[config.mk]
export PLATFORM = sky130hd
export DESIGN_NAME = expr_stim_sequencer
export DESIGN_NICKNAME = d
export VERILOG_FILES = /design/src/rtl/expr_seq_pkg.sv /design/src/rtl/expr_seq_misr.sv /design/src/rtl/expr_stim_sequencer.sv
export SDC_FILE = /design/constraint.sdc
export NUM_CORES = 1
export LEC_CHECK = 0
export ABC_AREA = 1
export BUFFER_PORTS_ARGS = -buffer_cell sky130_fd_sc_hd__buf_2
export CAP_MARGIN = 0
export CORE_MARGIN = 3
export CORE_UTILIZATION = 37
export CTS_CLUSTER_DIAMETER = 120
export CTS_CLUSTER_SIZE = 12
export DETAILED_ROUTE_END_ITERATION = 6
export SLEW_MARGIN = 20
export SYNTH_ARGS = -nofsm -noshare
export SYNTH_HDL_FRONTEND = slang
export SYNTH_SLANG_ARGS = --single-unit
[constraint.sdc]
create_clock -name clk -period 2.5 [get_ports clk]
set_clock_uncertainty 0.2 [all_clocks]
set_input_delay 0.25 -clock clk [delete_from_list [all_inputs] [get_ports clk]]
set_output_delay 0.25 -clock clk [all_outputs]
set_load 0.05 [all_outputs]
[src/rtl/expr_seq_pkg.sv]
// Shared types and constants for the expression stimulus sequencer.
// Holds bus widths, FSM states, LFSR/MISR taps and operand field layout.
package expr_seq_pkg;

  localparam int OP_W      = 60;
  localparam int RES_W     = 90;
  localparam int CNT_W_DEF = 16;
  localparam int LFSR_W    = 64;
  localparam int SCNT_W    = 4;

  typedef enum logic [1:0] {
    S_IDLE,
    S_SETTLE,
    S_CAPTURE,
    S_FINISH
  } state_e;

  // x^64+x^63+x^61+x^60+1
  localparam logic [LFSR_W-1:0] LFSR_TAPS =
    64'hD800_0000_0000_0000;

  // x^90+x^89+x^5+x^3+1
  localparam logic [RES_W-1:0] MISR_TAPS =
    (90'h1 << 89) | (90'h1 << 88) | 90'h14;

  // Operand fields a0..a5, b0..b5, MSB first
  localparam int NUM_OPF = 12;
  localparam int OPF_W [NUM_OPF] =
    '{4, 5, 6, 4, 5, 6, 4, 5, 6, 4, 5, 6};
  localparam int OPF_LSB [NUM_OPF] =
    '{56, 51, 45, 41, 36, 30, 26, 21, 15, 11, 6, 0};

endpackage

[src/rtl/expr_seq_misr.sv]
// Parameterised multiple-input signature register.
// Shifts left with XOR feedback from TAPS, then folds in d.
module expr_seq_misr
  import expr_seq_pkg::*;
#(
  parameter int           W    = RES_W,
  parameter logic [W-1:0] TAPS = MISR_TAPS
) (
  input  logic         clk,
  input  logic         rst_n,
  input  logic         clr,
  input  logic         en,
  input  logic [W-1:0] d,
  output logic [W-1:0] sig
);

  logic [W-1:0] sig_q;
  logic [W-1:0] sig_d;
  logic         fb;

  always_comb begin
    fb    = ^(sig_q & TAPS);
    sig_d = sig_q;
    if (clr) begin
      sig_d = '0;
    end else if (en) begin
      sig_d = {sig_q[W-2:0], fb} ^ d;
    end
  end

  always_ff @(posedge clk or negedge rst_n) begin
    if (!rst_n) begin
      sig_q <= '0;
    end else begin
      sig_q <= sig_d;
    end
  end

  assign sig = sig_q;

endmodule

[src/rtl/expr_stim_sequencer.sv]
// LFSR-driven stimulus sequencer with MISR signature capture
// for combinational expression blocks.
module expr_stim_sequencer
  import expr_seq_pkg::*;
#(
  parameter int CNT_W  = CNT_W_DEF,
  parameter int SETTLE = 1
) (
  input  logic             clk,
  input  logic             rst_n,
  input  logic             start,
  input  logic             abort,
  input  logic [CNT_W-1:0] num_vec,
  input  logic [63:0]      seed,
  output logic [OP_W-1:0]  op_bus,
  input  logic [RES_W-1:0] y_in,
  output logic             busy,
  output logic             done,
  output logic [RES_W-1:0] signature,
  output logic [CNT_W-1:0] vec_count
);

  localparam logic [SCNT_W-1:0] SETTLE_M1 =
    SCNT_W'(SETTLE - 1);

  state_e             state_q, state_d;
  logic [LFSR_W-1:0]  lfsr_q, lfsr_d;
  logic [LFSR_W-1:0]  lfsr_nx;
  logic [OP_W-1:0]    op_q, op_d;
  logic [SCNT_W-1:0]  scnt_q, scnt_d;
  logic [CNT_W-1:0]   vec_q, vec_d;
  logic [CNT_W-1:0]   vec_inc;
  logic [CNT_W-1:0]   nv_q, nv_d;
  logic               busy_q, busy_d;
  logic               done_q, done_d;
  logic               sig_clr;
  logic               sig_en;

  assign lfsr_nx = {lfsr_q[LFSR_W-2:0],
                    ^(lfsr_q & LFSR_TAPS)};
  assign vec_inc = vec_q + CNT_W'(1);

  always_comb begin
    state_d = state_q;
    lfsr_d  = lfsr_q;
    op_d    = op_q;
    scnt_d  = scnt_q;
    vec_d   = vec_q;
    nv_d    = nv_q;
    sig_clr = 1'b0;
    sig_en  = 1'b0;
    unique case (state_q)
      S_IDLE: begin
        if (start) begin
          nv_d    = num_vec;
          vec_d   = '0;
          sig_clr = 1'b1;
          if (num_vec != '0) begin
            lfsr_d  = (seed == '0) ? 64'd1 : seed;
            op_d    = lfsr_d[OP_W-1:0];
            scnt_d  = SETTLE_M1;
            state_d = S_SETTLE;
          end else begin
            state_d = S_FINISH;
          end
        end
      end
      S_SETTLE: begin
        if (abort) begin
          state_d = S_IDLE;
        end else if (scnt_q == '0) begin
          state_d = S_CAPTURE;
        end else begin
          scnt_d = scnt_q - SCNT_W'(1);
        end
      end
      S_CAPTURE: begin
        if (abort) begin
          state_d = S_IDLE;
        end else begin
          sig_en = 1'b1;
          vec_d  = vec_inc;
          lfsr_d = lfsr_nx;
          op_d   = lfsr_nx[OP_W-1:0];
          if (vec_inc == nv_q) begin
            state_d = S_FINISH;
          end else begin
            scnt_d  = SETTLE_M1;
            state_d = S_SETTLE;
          end
        end
      end
      S_FINISH: begin
        state_d = S_IDLE;
      end
      default: begin
        state_d = S_IDLE;
      end
    endcase
    busy_d = (state_d == S_SETTLE) ||
             (state_d == S_CAPTURE);
    done_d = (state_d == S_FINISH);
  end

  always_ff @(posedge clk or negedge rst_n) begin
    if (!rst_n) begin
      state_q <= S_IDLE;
      lfsr_q  <= 64'd1;
      op_q    <= '0;
      scnt_q  <= '0;
      vec_q   <= '0;
      nv_q    <= '0;
      busy_q  <= 1'b0;
      done_q  <= 1'b0;
    end else begin
      state_q <= state_d;
      lfsr_q  <= lfsr_d;
      op_q    <= op_d;
      scnt_q  <= scnt_d;
      vec_q   <= vec_d;
      nv_q    <= nv_d;
      busy_q  <= busy_d;
      done_q  <= done_d;
    end
  end

  expr_seq_misr #(
    .W    (RES_W),
    .TAPS (MISR_TAPS)
  ) u_misr (
    .clk   (clk),
    .rst_n (rst_n),
    .clr   (sig_clr),
    .en    (sig_en),
    .d     (y_in),
    .sig   (signature)
  );

  assign op_bus    = op_q;
  assign busy      = busy_q;
  assign done      = done_q;
  assign vec_count = vec_q;

endmodule

==> results of run 1 <==
per-stage QoR:
step | area [sq um] | total power, W | hold WS (ns)
after floorplan | 10100 | 0.00960 | -0.246
after global placement | 11700 | 0.0105 | 0.0815
after detailed placement | 11700 | 0.0106 | 0.0819
after CTS | 14000 | 0.0137 | 0.0702
after global routing | 14100 | 0.0144 | 0.107
final | 14100 | 0.0136 | 0.0803
sequential cells by signal, indices dropped and copies added (netlist names):
| signal | cells |
|---|---|
| busy | 1 |
| lfsr_q | 64 |
| op_bus | 1 |
| vec_count | 16 |
| done | 1 |
| nv_q | 16 |
| scnt_q | 4 |
| state_q | 2 |
| u_misr.sig | 90 |
metal layers:
metal / share of wire [%] / wire length [microns]
met1: 41 / 13200
met2: 47 / 15000
met3: 7.4 / 2360
met4: 3.9 / 1220
met5: 0 / 0
synthesized netlist by cell type (all sizes together), types with 2 or more instances:
cell    number
dfrtp      194
nand2      173
a21oi      126
nand3      121
o21ai      110
nor2       102
xnor2       94
buf         91
inv         49
clkbuf      31
nand4       16
nor4        15
o22ai       10
nand3b       8
ha           3
mux2         3
xor2         3
a31oi        2
nor3b        2
path summary, 6_finish.rpt:
path | to | slack (ns) | depth (start not counted)
max | busy | 0.14 | 16
min | op_bus[0] | 0.08 | 5
max reg2reg | busy | 0.14 | 16
min reg2reg | scnt_q[2] | 0.29 | 2
max in group asynchronous | lfsr_q[37] | 1.09 | 3
min in group asynchronous | lfsr_q[41] | 0.16 | 2
final cells by class:
cell class / instances / area [sq um] / area share (%)
timing repair buffer: 535 / 3660 / 25.9
inverter: 49 / 186 / 1.32
clock inverter: 14 / 176 / 1.25
multi-input combinational: 795 / 4350 / 30.8
clock buffer: 18 / 439 / 3.11
antenna: 1 / 2.50 / 0.0177
sequential: 195 / 4880 / 34.6
tap: 335 / 419 / 2.97
cell families (layout without fill, tap and decap cells):
family          Yosys count  in the layout  share of synthesized area (%)
simple gates            441            441                           20.5
compound gates          251            251                           12.8
flops                   195            195                           48.5
buf+inv                 171            616                           9.03
xor+xnor                 97             97                           8.44
fa+ha+maj                 3              3                          0.373
mux                       3              3                          0.336
other cells               0              1                              0
what timing repair did:
item,4_1_cts,5_1_grt
hold buffers,172,0
endpoints found under the setup margin,0,2
gates resized for setup,0,17
setup buffers,0,4
hold endpoints to repair,228,0
placed cells by master, fill, tap and decap left out, drive strengths merged:
| master | Yosys | final |
|---|---|---|
| buf | 91 | 362 |
| dfrtp | 194 | 194 |
| nand2 | 173 | 173 |
| dlygate4sd3 | 0 | 172 |
| a21oi | 126 | 126 |
| nand3 | 121 | 121 |
| o21ai | 110 | 110 |
| nor2 | 102 | 102 |
| xnor2 | 94 | 94 |
| inv | 49 | 58 |
| clkbuf | 31 | 19 |
| nand4 | 16 | 16 |
| nor4 | 15 | 15 |
| o22ai | 10 | 10 |
| nand3b | 8 | 8 |
| clkinv | 0 | 4 |
| mux2 | 3 | 3 |
| xor2 | 3 | 3 |
| ha | 3 | 3 |
| a31oi | 2 | 2 |
| nor3b | 2 | 2 |
| diode | 0 | 1 |
| nor3 | 1 | 1 |
| o21bai | 1 | 1 |
| and2 | 1 | 1 |
| o311ai | 1 | 1 |
| or3 | 1 | 1 |
| o211ai | 1 | 1 |
| or2 | 1 | 1 |
| bufinv | 0 | 1 |
| dfstp | 1 | 1 |
worst max-delay path, delay by kind of cell (launching register included):
family          cells  cell delay, ns
fa+ha+maj           2            0.43
compound gates      1            0.06
flops               1            0.45
buf+inv             2            0.19
simple gates       11            0.91
power by group through the flow:
stage / Combinational, W / Sequential [W] / Clock [W]
CTS: 0.00599 / 0.00474 / 0.00296
global placement: 0.00573 / 0.00478 / 0
global route: 0.00645 / 0.00486 / 0.00309
detailed placement: 0.00577 / 0.00479 / 0
floorplan: 0.00439 / 0.00521 / 0
finish: 0.00600 / 0.00474 / 0.00287
==> metrics.yaml, run 1 <==
crit_chain: "ha_4 -> buf_4 -> inv_1 -> nand2_2 -> nand3_2 -> nand2_1 -> nor2_1 -> nand3_1 -> nor2_2 -> nand2_2 -> nor2_4 -> nand3_4 -> nand2_2 -> nand2_2 -> o21ai_2 -> ha_1"
period_needed_ns: 2.36
pwr-share-seq_pct: 34.8
yosysSeqAreaShare_pct: 48.5
insertion_delay_ns: 0.43
syn2layout_area_growth_pct: 40.3
crit_fanout: 5
yosysUniqueCellTypes: 38
synth_edf_count: 0
swShare_pct: 47.2
fmaxAchievable_mhz: 424
clkSinkCount: 195
dieArea_sq_mm: 0.0292
endpoint_kind: "flip-flop"
p_leak_nw: 6.78
first_pass_iters: 5
fp.dieW_microns: 171
cpPeakStageDelay_ns: 0.45
syn-instance-count: 1161
globalRouteTotalUtil_pct: 21.2
cp.required_ns: 2.60
grt_max_degree: 122
critPathArrivalTime_ns: 2.46
dp.cells: 1733
drtIter0Drc: 519
row_count: 59
place_congestion: 0.903
crit_type: "reg2reg"
use_met3_pct: 5.89
setup_viol: 0
numCtsBuffers: 17
top_usage_layer: "met2"
via_count: 9698
cts.htree.levels: 4
finalNonFillerCells: 1942
totalWireLength_microns: 31700
worstMarginPinSlew_ns: 0.719
finalHoldViolCount: 0
antenna_found_initial: 1
pin_count: 342
hold_start: "seed[0]"
grt_pass1_vias: 9714
slew_headroom_pct: 52.1
rsz0062_at_grt: "true"
post-route-util_pct: 53.4
vdd_ir_drop_max_mv: 0.410
core_sq_mm: 0.0264
crit_top_cell: "nand2_2"
r2r-start: "vec_count[1]"
powerDensity_mw_per_mm2: 963
yosysWarnings: 0
cts_buffer_depth: 2
start_util_pct: 38.1
netlist.area_leader.share_pct: 48.2
synth_largest_area_cell: "dfrtp_1"
p_int_w: 0.00719
ys_ff_latch: 195
via_per_inst: 4.99
final.fill_count: 2455
syn-num-nets: 1338
start_kind: "flip-flop"
drt-wirelength-per-cell_microns: 16.3
postRouteAntennaNets: 0
synthArstFlopShare_pct: 100
met1_usage_pct: 26.7
cap_violations: 0
status: "complete, no violations"
slowest_stage: "dfrtp_2"
tns_ns: 0
grt_overflow: 0
clkPwrFrac_pct: 21.1
drc: 0
dpl.hpwl_microns: 21200
die_h_microns: 171
syn-mean-instance-area_sq_um: 8.67
worstSetupStartpoint: "vec_count[1]"
synth_area_leaders: "dfrtp_1 48%, xnor2_1 8.2%, a21oi_1 6.3%"
clk_pin_slew_ns: 0.07
hold_path_class: "in2reg"
drv_slew: 0
drive_above_1_share_pct: 28.2
cts_tree: "done"
cts-root-buf: "clkbuf_16"
p_comb_share_pct: 44.1
grtUsageMet2_pct: 34.3
fin_crit_sh_pct: 94.4
synth_area_sq_mm: 0.0101
synth_ff_type: "dfrtp_1"
setup_ws_ns: 0.141
grt_pass1_wl_microns: 50000
dp_slack_ns: 0.0762
p_switching_w: 0.00642
nets: 1770
io_buffers: 341
Power figures use the tool's default switching activity.
==> run 2: changes to the inputs <==
--- a/config.mk
+++ b/config.mk
@@ -8,11 +8,13 @@
 export ABC_AREA = 1
 export BUFFER_PORTS_ARGS = -buffer_cell sky130_fd_sc_hd__buf_2
 export CAP_MARGIN = 0
-export CORE_MARGIN = 3
+export CORE_ASPECT_RATIO = 0.75
+export CORE_MARGIN = 2
 export CORE_UTILIZATION = 37
 export CTS_CLUSTER_DIAMETER = 120
 export CTS_CLUSTER_SIZE = 12
 export DETAILED_ROUTE_END_ITERATION = 6
+export GPL_ROUTABILITY_DRIVEN = 0
 export SLEW_MARGIN = 20
 export SYNTH_ARGS = -nofsm -noshare
 export SYNTH_HDL_FRONTEND = slang
==> run 2 against run 1 <==
Worst hold slack lost 0.029 ns; highest routed layer is now met5; final cell count grew 0.77%; routed wire length rose by 1.0%; via count increased by 0.70%; count of clock-buffer cells in the layout grew 4; first-iteration DRC count rose by 18%; utilization fell by 0.99 points; the run now ends with design-rule violations left.
==> metrics.yaml, run 2 (same netlist as run 1, synthesis figures left out) <==
via_count: 9766  # +0.70%
clk_pin_slew_ns: 0.08  # about the same
path_depth: 14  # -2
insertion_delay_ns: 0.45  # +0.02 ns
crit_buf_inv: 1  # -1
crit_chain: "buf_4 -> nand2_1 -> nor2_4 -> nand2_2 -> o21ai_2 -> nand2_1 -> nand2_1 -> nand2_1 -> nor2_2 -> nand3_4 -> nand2_1 -> nand2_1 -> o21ai_2 -> ha_1"
grt_pass1_vias: 9491  # -2.3%
worstMarginPinSlew_ns: 0.703  # -0.0152 ns
drtIter0Drc: 615  # +18%
cap_violations: 0  # unchanged
pwr-share-seq_pct: 34.9  # about the same
post-route-util_pct: 52.5  # -0.99 points
grt_max_degree: 133  # +9.0%
fmaxAchievable_mhz: 422  # -0.47%
reg2reg_setup_slack_ns: 0.13  # about the same
p_switching_w: 0.00628  # -2.2%
cpPeakStageDelay_ns: 0.41  # -0.04 ns
setup_ws_ns: 0.130  # -0.0111 ns
dpl.hpwl_microns: 21200  # +0.41%
cts_tree: "done"
row_count: 52  # -12%
drt-wirelength-per-cell_microns: 16.4  # +0.23%
endpoint_kind: "flip-flop"
antenna_found_initial: 1  # unchanged
core_sq_mm: 0.0269  # +1.7%
io_buffers: 341  # unchanged
p_leak_nw: 6.74  # -0.53%
tns_ns: 0  # unchanged
grt_overflow: 0  # unchanged
setup_viol: 0  # unchanged
start_kind: "flip-flop"
cp.required_ns: 2.62  # +0.02 ns
fp.dieW_microns: 194  # +14%
hold_path_class: "in2reg"
r2r-end: "busy"
cts.htree.levels: 4  # unchanged
dp_slack_ns: 0.109  # +0.0326 ns
critPathArrivalTime_ns: 2.49  # +0.03 ns
largest_reg_flops: 90  # unchanged
final_cell_mix: "340 x buf_2, 191 x dfrtp_1, 172 x dlygate4sd3_1"
numCtsBuffers: 17  # unchanged
crit_top_cell: "nand2_1"
p_int_w: 0.00731  # +1.8%
drv_slew: 0  # unchanged
finalHoldViolCount: 0  # unchanged
final_common_cell: "buf_2"
via_per_inst: 4.99  # about the same
period_needed_ns: 2.37  # +0.0111 ns
globalRouteTotalUtil_pct: 22.3  # +1.1 points
postRouteAntennaNets: 0  # unchanged
final.fill_count: 2453  # -0.081%
r2r-start: "vec_count[1]"
crit_type: "reg2reg"
reg2reg_depth: 14  # -2
totalWireLength_microns: 32100  # +1.0%
slowest_stage: "dfrtp_2"
fin_crit_sh_pct: 94.8  # +0.45 points
grt_pass1_wl_microns: 50900  # +1.9%
powerDensity_mw_per_mm2: 965  # +0.11%
slew_headroom_pct: 53.1  # +1.0 points
drc: 13  # +13
nets: 1771  # +0.056%
drive_above_1_share_pct: 27.3  # -0.87 points
pin_count: 342  # unchanged
first_pass_iters: 7  # +2
worstSetupStartpoint: "vec_count[1]"
die_h_microns: 147  # -14%
clkPwrFrac_pct: 21.0  # about the same
violations: "design-rule violations"
start_util_pct: 37.5  # -0.63 points
syn2layout_area_growth_pct: 40.0
cpLargestDelayFamily: "simple AND/OR/NAND/NOR gates"
clkSinkCount: 195  # unchanged
cts-root-buf: "clkbuf_16"
dieArea_sq_mm: 0.0286  # -2.3%
crit_fanout: 6  # +1
cts_buffer_depth: 2  # unchanged
p_comb_share_pct: 44.1  # about the same
vdd_ir_drop_max_mv: 0.457  # +11%
status: "complete, but fails checks"
diodes: 0  # -1
swShare_pct: 46.2  # -0.99 points
endpoint: "busy"
-- run 2: changes by cell type in the layout (fill, tap and decap cells not counted), moves of 3 or more --
cell,delta
clkinvlp_4,+5
nand2_1,+5
clkinv_8,-3
nand3_2,-3
inv_6,-5
nand2_2,-4
clkbuf_1,+4
inv_8,-4
nand3_1,+3
-- run 2: area by class of cell --
type	instances	area (sq um)	share of cell area (%)
clock buffer	22	454	3.22
clock inverter	9	133	0.941
inverter	49	186	1.32
multi-input combinational	795	4310	30.6
sequential	195	4880	34.7
tap	351	439	3.12
timing repair buffer	536	3680	26.1
-- run 2: how the worst min path moves through the flow --
stage | from | to | slack [ns] | cells past startpoint
after floorplan | rst_n | busy | -0.25 | 0
after global placement | rst_n | lfsr_q[4] | 0.11 | 1
after detailed placement | rst_n | lfsr_q[53] | 0.11 | 1
after CTS | y_in[0] | u_misr.sig[0] | 0.04 | 5
after global routing | y_in[0] | u_misr.sig[0] | 0.06 | 5
final | y_in[0] | u_misr.sig[0] | 0.05 | 5
-- run 2: timing repair --
item	4_1_cts	5_1_grt
endpoints found under the hold margin	227	0
setup buffers	0	3
endpoints found under the setup margin	0	1
hold buffers	172	0
gates resized for setup	0	6
-- run 2: power groups by stage --
| stage | Clock, W | Combinational (W) | Sequential (W) |
|---|---|---|---|
| final | 0.00285 | 0.00600 | 0.00474 |
| after global routing | 0.00304 | 0.00644 | 0.00486 |
| after CTS | 0.00291 | 0.00599 | 0.00473 |
| after detailed placement | 0 | 0.00576 | 0.00477 |
| after global placement | 0 | 0.00572 | 0.00477 |
| after floorplan | 0 | 0.00439 | 0.00521 |
-- run 2: worst register-to-register path: stages (launching register included) --
cell	delay, ns
dfrtp_2	0.41
buf_4	0.14
nand2_1	0.08
nor2_4	0.18
nand2_2	0.13
o21ai_2	0.17
nand2_1	0.09
nand2_1	0.07
nand2_1	0.10
nor2_2	0.14
nand3_4	0.08
nand2_1	0.07
nand2_1	0.06
o21ai_2	0.07
ha_1	0.26
-- run 2: routing by layer --
layer	vias to the layer above	wire [microns]	global-route usage (%)
li1	4707	-	-
met1	4609	14200	29.9
met2	386	15000	35.6
met3	62	2150	5.51
met4	2	716	7.42
met5	-	13	0
-- run 2: metrics by stage --
stage / cells / hold slack, ns / power [W] / cell area [sq um]
floorplan: 1161 / -0.246 / 0.00960 / 10100
global placement: 1751 / 0.108 / 0.0105 / 11700
detailed placement: 1751 / 0.108 / 0.0105 / 11700
CTS: 1954 / 0.0353 / 0.0136 / 14000
global route: 1957 / 0.0595 / 0.0143 / 14100
finish: 1957 / 0.0511 / 0.0136 / 14100
